## config.mk

```make
export PLATFORM = sky130hd
export DESIGN_NAME = xgmii_port_switch
export DESIGN_NICKNAME = d
export VERILOG_FILES = /design/src/rtl/xgmii_port_switch.sv
export SDC_FILE = /design/constraint.sdc
export NUM_CORES = 1
export LEC_CHECK = 0
export ABC_CLOCK_PERIOD_IN_PS = 3000
export CAP_MARGIN = 10
export CELL_PAD_IN_SITES_DETAIL_PLACEMENT = 1
export CELL_PAD_IN_SITES_GLOBAL_PLACEMENT = 1
export CORE_AREA = 2 2 321 323
export CTS_BUF_LIST = sky130_fd_sc_hd__clkbuf_8
export CTS_CLUSTER_DIAMETER = 30
export CTS_CLUSTER_SIZE = 14
export DETAILED_ROUTE_END_ITERATION = 8
export DIE_AREA = 0 0 323 325
export PLACE_DENSITY_LB_ADDON = 0.1
export SLEW_MARGIN = 15
export SYNTH_ARGS = -nofsm -noshare
export SYNTH_HDL_FRONTEND = slang
export SYNTH_SLANG_ARGS = --single-unit
```

## constraint.sdc

```tcl
create_clock -name xgmii_clk -period 3 [get_ports xgmii_clk]
set_input_delay 0.3 -clock xgmii_clk [delete_from_list [all_inputs] [get_ports xgmii_clk]]
set_output_delay 0.3 -clock xgmii_clk [all_outputs]
set_load 0.005 [all_outputs]
```

## src/rtl/xgmii_port_switch.sv

```systemverilog
// xgmii_port_switch: NPORT-way XGMII fan-out (TX) and select (RX) between one
// application stream and NPORT 10GBASE-R paths; mask/port changes only between
// frames, partial frames replaced by idles, frame/drop activity counted.
// Ports: xgmii_clk/sys_rst_n; app_txd/c -> port_txd/c (per tx_mask_act);
// port_rxd/c[rx_sel_act] -> app_rxd/c; link_up, tx_en_mask, rx_sel requests;
// tx_mask_act, rx_sel_act, rx_switch_pend status; tx/rx frame and drop counters.
module xgmii_port_switch #(
  parameter int NPORT = 4,
  parameter int SELW  = 2
) (
  input  logic                 xgmii_clk,
  input  logic                 sys_rst_n,
  input  logic [63:0]          app_txd,
  input  logic [7:0]           app_txc,
  output logic [NPORT*64-1:0]  port_txd,
  output logic [NPORT*8-1:0]   port_txc,
  input  logic [NPORT*64-1:0]  port_rxd,
  input  logic [NPORT*8-1:0]   port_rxc,
  input  logic [NPORT-1:0]     link_up,
  input  logic [NPORT-1:0]     tx_en_mask,
  input  logic [SELW-1:0]      rx_sel,
  output logic [63:0]          app_rxd,
  output logic [7:0]           app_rxc,
  output logic [NPORT-1:0]     tx_mask_act,
  output logic [SELW-1:0]      rx_sel_act,
  output logic                 rx_switch_pend,
  output logic [31:0]          tx_frame_cnt,
  output logic [31:0]          rx_frame_cnt,
  output logic [15:0]          rx_drop_cnt
);

  localparam logic [63:0] IDLE_D = 64'h0707070707070707;
  localparam logic [7:0]  IDLE_C = 8'hFF;

  function automatic logic is_start4(input logic [63:0] d,
                                     input logic [7:0]  c);
    return c[4] && (d[39:32] == 8'hFB);
  endfunction

  function automatic logic is_start(input logic [63:0] d,
                                    input logic [7:0]  c);
    return (c[0] && (d[7:0] == 8'hFB)) || is_start4(d, c);
  endfunction

  function automatic logic is_term(input logic [63:0] d,
                                   input logic [7:0]  c);
    logic r;
    r = 1'b0;
    for (int i = 0; i < 8; i++)
      if (c[i] && (d[8*i +: 8] == 8'hFD)) r = 1'b1;
    return r;
  endfunction

  // Terminate plus lane-4 start in one word keeps the stream in a frame.
  function automatic logic inf_next(input logic        cur,
                                    input logic [63:0] d,
                                    input logic [7:0]  c);
    logic s, t;
    s = is_start(d, c);
    t = is_term(d, c);
    if (s && t)  return is_start4(d, c);
    else if (t)  return 1'b0;
    else if (s)  return 1'b1;
    else         return cur;
  endfunction

  // ---------------- TX ----------------
  logic tx_inf;
  logic tx_start;
  logic tx_bound;

  assign tx_start = is_start(app_txd, app_txc);
  assign tx_bound = !tx_inf && !tx_start;

  always_ff @(posedge xgmii_clk or negedge sys_rst_n) begin
    if (!sys_rst_n) begin
      tx_inf       <= 1'b0;
      tx_mask_act  <= '0;
      tx_frame_cnt <= '0;
      port_txd     <= {NPORT{IDLE_D}};
      port_txc     <= {NPORT{IDLE_C}};
    end else begin
      tx_inf <= inf_next(tx_inf, app_txd, app_txc);
      if (tx_bound)
        tx_mask_act <= tx_en_mask & link_up;
      if (tx_start)
        tx_frame_cnt <= tx_frame_cnt + 32'd1;
      for (int p = 0; p < NPORT; p++) begin
        port_txd[64*p +: 64] <= tx_mask_act[p] ? app_txd : IDLE_D;
        port_txc[8*p +: 8]   <= tx_mask_act[p] ? app_txc : IDLE_C;
      end
    end
  end

  // ---------------- RX ----------------
  logic [NPORT-1:0] rx_inf;
  logic [NPORT-1:0] rx_inf_nxt;
  logic [63:0]      cur_d;
  logic [7:0]       cur_c;
  logic             cur_inf;
  logic             cur_link;
  logic             new_inf;
  logic             new_link;
  logic             sel_ok;
  logic             cur_start;
  logic             cur_term;
  logic             idle_word;
  logic             do_switch;
  logic             deliver;
  logic             discard;
  logic             discard_n;
  logic             drop_inc;

  always_comb begin
    rx_inf_nxt = rx_inf;
    cur_d      = IDLE_D;
    cur_c      = IDLE_C;
    cur_inf    = 1'b0;
    cur_link   = 1'b0;
    new_inf    = 1'b0;
    new_link   = 1'b0;
    sel_ok     = 1'b0;
    for (int p = 0; p < NPORT; p++) begin
      rx_inf_nxt[p] = inf_next(rx_inf[p], port_rxd[64*p +: 64],
                               port_rxc[8*p +: 8]);
      if (rx_sel_act == SELW'(p)) begin
        cur_d    = port_rxd[64*p +: 64];
        cur_c    = port_rxc[8*p +: 8];
        cur_inf  = rx_inf[p];
        cur_link = link_up[p];
      end
      if (rx_sel == SELW'(p)) begin
        new_inf  = rx_inf_nxt[p];
        new_link = link_up[p];
        sel_ok   = 1'b1;
      end
    end
  end

  assign cur_start      = is_start(cur_d, cur_c);
  assign cur_term       = is_term(cur_d, cur_c);
  assign idle_word      = (cur_c == 8'hFF) && !cur_start;
  assign rx_switch_pend = (rx_sel != rx_sel_act);
  // A dead link on the current port is never waited on.
  assign do_switch      = rx_switch_pend && sel_ok &&
                          ((!cur_inf && !cur_start) || !cur_link);
  assign deliver        = !discard && cur_link;

  always_comb begin
    discard_n = discard;
    drop_inc  = 1'b0;
    if (do_switch) begin
      discard_n = new_inf || !new_link;
      drop_inc  = new_inf;
    end else if (!discard && !cur_link && (cur_inf || cur_start)) begin
      discard_n = 1'b1;
      drop_inc  = 1'b1;
    end else if (discard && (cur_term || (cur_link && idle_word))) begin
      discard_n = 1'b0;
    end
  end

  // discard starts set so a frame already running at reset release is
  // hidden until its port shows an idle or terminate word.
  always_ff @(posedge xgmii_clk or negedge sys_rst_n) begin
    if (!sys_rst_n) begin
      rx_inf       <= '0;
      rx_sel_act   <= '0;
      discard      <= 1'b1;
      rx_frame_cnt <= '0;
      rx_drop_cnt  <= '0;
      app_rxd      <= IDLE_D;
      app_rxc      <= IDLE_C;
    end else begin
      rx_inf  <= rx_inf_nxt;
      discard <= discard_n;
      if (do_switch)
        rx_sel_act <= rx_sel;
      if (drop_inc && (rx_drop_cnt != 16'hFFFF))
        rx_drop_cnt <= rx_drop_cnt + 16'd1;
      if (deliver && cur_term)
        rx_frame_cnt <= rx_frame_cnt + 32'd1;
      app_rxd <= deliver ? cur_d : IDLE_D;
      app_rxc <= deliver ? cur_c : IDLE_C;
    end
  end

endmodule

```

==> results.json <==
{
  "status": "finished, violations left",
  "violations": "setup timing",
  "worstMarginPinSlew_ns": 0.818,
  "clkLatencyLatePin_ns": 0.78,
  "grt_pass1_vias": 19300,
  "clock-sinks": 452,
  "met1_length_mm": 35.0,
  "vias": 16900,
  "setup_viol": 32,
  "cts_buffers": 138,
  "critPathArrivalTime_ns": 3.76,
  "cts_max_path_buffers": 3,
  "setup.worst_path.start": "rx_sel_act[0]",
  "fin_cells": 4104,
  "ys.flop_type": "dfrtp_1",
  "grt_pass1_wl_mm": 143,
  "fin_ws_ns": -0.118,
  "wl_met2_mm": 52.7,
  "nets": 2982,
  "rsz0062_at_grt": "true",
  "ys_ff_latch": 452,
  "die-width_um": 323,
  "syn-cell-area_mm2": 0.0190,
  "rows": 117,
  "path_buf_inv": 5,
  "yosys_warnings": 0,
  "worstSetupPathType": "reg -> reg",
  "grt_antenna_before_repair": 29,
  "reg2reg_slack_ns": -0.12,
  "fmax_mhz": 321,
  "max-cap-violations": 0,
  "met3_length_mm": 9.84,
  "synth_cell_types": 52,
  "globalRoute.totalOverflow": 0,
  "highest_layer": "met5",
  "place_congestion": 0.888,
  "timing.final.crit_share": 1.04,
  "drtIter0Drc": 545,
  "crit_top_cell": "buf_12",
  "postLayoutCoreUtil": 0.338,
  "viasPerCell": 4.11,
  "register_area_mm2": 0.0115,
  "synth_nets": 1850,
  "crit_chain": "buf_12 -> buf_16 -> buf_12 -> mux4_2 -> nand3_4 -> nor4b_2 -> or4_4 -> o21bai_4 -> buf_6 -> buf_4 -> mux2_2",
  "reg2reg_from": "rx_sel_act[0]",
  "layout_commonest_cell": "clkdlybuf4s50_1",
  "crit_required_ns": 3.64,
  "ios": 819,
  "final_cell_mix": "clkdlybuf4s50_1, dfrtp_1, buf_4",
  "track_usage": 0.192,
  "initial_core_util": 0.187,
  "die_y_um": 325,
  "h-tree-depth": 4,
  "cp_num_cells": 11,
  "hold_class": "in -> async",
  "cts-root-buf": "clkbuf_8",
  "crit_end": "rx_frame_cnt[1]",
  "yosys.area_share.xor_xnor": 0.0346,
  "synth_compound_area_frac": 0.0144,
  "multi_input_area_mm2": 0.00739,
  "r2r_end": "rx_frame_cnt[1]",
  "synth-adder-area-share": 0.00198,
  "finalHoldViolCount": 0,
  "syn_avg_cell_area_um2": 12.9,
  "critical_path.top_delay_family": "multiplexers",
  "yosys.area_share.simple": 0.222,
  "synth_edf_count": 0,
  "power_density_mw_per_mm2": 562,
  "area_growth_pct": 80.5,
  "worst_path_max_delay_cell": "or4_4",
  "drtAntennaViolNets": 0,
  "vdd_drop_max_mv": 0.289,
  "place_area_mm2": 0.0304,
  "skew_ns": 0.0508,
  "drv_slew": 0,
  "p_leak_nw": 14.4,
  "reg2reg_depth": 11,
  "muxShareOfSynthArea": 0.0926,
  "place_hpwl_mm": 80.6,
  "whs_ns": 0.118,
  "min_period_ns": 3.12,
  "synthArstFlopShare": 1.00,
  "power_mw": 19.3,
  "netlist_instances": 1475,
  "drc": 0,
  "placeableCoreArea_mm2": 0.101,
  "drt-pass1-iter-count": 4,
  "worstPathMaxFanout": 7,
  "clkSlewWorstSetupHoldPaths_ns": 0.05,
  "cpPeakStageDelay_ns": 0.58,
  "fill_cells": 11000,
  "cts_tree": "built",
  "portBuffers": 818,
  "placed_cells": 3803,
  "post_drt_wl_per_cell_um": 24.7,
  "yosysSeqAreaShare": 0.607,
  "relSlewSlack": 0.450,
  "synth_top_family_by_area": "simple AND/OR/NAND/NOR gates",
  "drive_gt1_frac": 0.290,
  "grt_max_degree": 70,
  "endpoint_kind": "flop",
  "fin_area_mm2": 0.0342,
  "die_area_mm2": 0.105,
  "cp-start-kind": "flop",
  "drt-total-wl_mm": 102
}
worst min-delay path by stage:
stage | endpoint | slack [ns]
global route | rx_frame_cnt[23] | 0.09
CTS | port_txd[185] | 0.04
floorplan | app_rxd[11] | 0.004
finish | rx_frame_cnt[23] | 0.12
global placement | rx_frame_cnt[25] | 0.35
detailed placement | rx_frame_cnt[25] | 0.35
synth_stat cells, drive strengths merged (3+ instances only):
| library cell | n | share of area |
|---|---|---|
| xnor2 | 36 | 0.017 |
| a21oi | 4 | 0.0011 |
| nand2 | 54 | 0.011 |
| dfrtp | 291 | 0.38 |
| o31ai | 3 | 0.0012 |
| clkbuf | 48 | 0.0095 |
| mux2 | 7 | 0.0042 |
| nand4 | 69 | 0.023 |
| dfstp | 161 | 0.22 |
| o21ai | 8 | 0.0021 |
| or2 | 27 | 0.0089 |
| and2 | 165 | 0.054 |
| nor2 | 47 | 0.0093 |
| or3 | 3 | 0.00099 |
| nor4b | 9 | 0.0051 |
| nor4 | 36 | 0.012 |
| and3 | 46 | 0.015 |
| a31oi | 4 | 0.0013 |
| or4 | 7 | 0.0030 |
| nor3 | 22 | 0.0077 |
| mux4 | 74 | 0.088 |
| nand4b | 6 | 0.0028 |
| a41oi | 4 | 0.0018 |
| buf | 22 | 0.0082 |
| inv | 46 | 0.0091 |
| nand2b | 128 | 0.042 |
| nand3 | 72 | 0.019 |
| xor2 | 39 | 0.018 |
| nor3b | 11 | 0.0044 |
| o41ai | 3 | 0.0014 |
| ha | 3 | 0.0020 |
| and4 | 6 | 0.0028 |
cells by family (layout without fill, tap and decap cells):
kind of cell | Yosys count | after routing
AO/OA/AOI/OAI | 37 | 37
AND/OR/NAND/NOR | 710 | 710
XOR/XNOR | 75 | 75
adder cells (fa/ha/maj) | 3 | 3
multiplexers | 82 | 82
other | 0 | 14
buffers and inverters | 116 | 1363
flip-flops | 452 | 452
final cells by class:
cell class / count / share of cell area
diodes: 14 / 0.00102
clock buffers: 171 / 0.0688
multi-input cells: 907 / 0.216
inverters: 46 / 0.00504
clock inverters: 84 / 0.0192
repair buffers: 1062 / 0.303
well taps: 1368 / 0.0500
flip-flops and latches: 452 / 0.337
per-stage QoR:
stage                     setup slack (ns)  TNS [ns]
after floorplan                      0.192         0
after global placement              -0.823    -22.88
after detailed placement            -0.593    -19.84
after CTS                           -0.154     -3.62
after global routing                -0.236     -6.28
final                               -0.118     -2.00
flip-flops by register name, summed over array words and instances, names as in the netlist, 8 cells and up:
signal        count
app_rxc           8
tx_frame_cnt     32
rx_frame_cnt     32
app_rxd          64
port_txd        256
port_txc         32
rx_drop_cnt      16
metal layers:
| metal | global-route usage | vias to the layer above |
|---|---|---|
| met1 | 0.191 | 8456 |
| met3 | 0.0836 | 185 |
| met5 | 0 | - |
| met4 | 0.0816 | 32 |
| li1 | - | 7466 |
| met2 | 0.343 | 712 |
timing repair:
action,CTS,global route
endpoints found under the hold margin,213,0
gates cloned,3,0
endpoints found under the setup margin,47,47
hold buffers,1,0
buffers inserted,13,17
pin swaps,3,29
gates resized for setup,45,49
report_power, final:
| part | leakage [nW] | total (mW) | internal (mW) | switching (mW) |
|---|---|---|---|---|
| Clock | 1.70 | 9.40 | 5.91 | 3.49 |
| Sequential | 5.58 | 6.79 | 6.55 | 0.239 |
| Combinational | 7.14 | 3.06 | 1.72 | 1.34 |
| Total | 14.4 | 19.3 | 14.2 | 5.06 |
(Power assumes the default switching activity.)
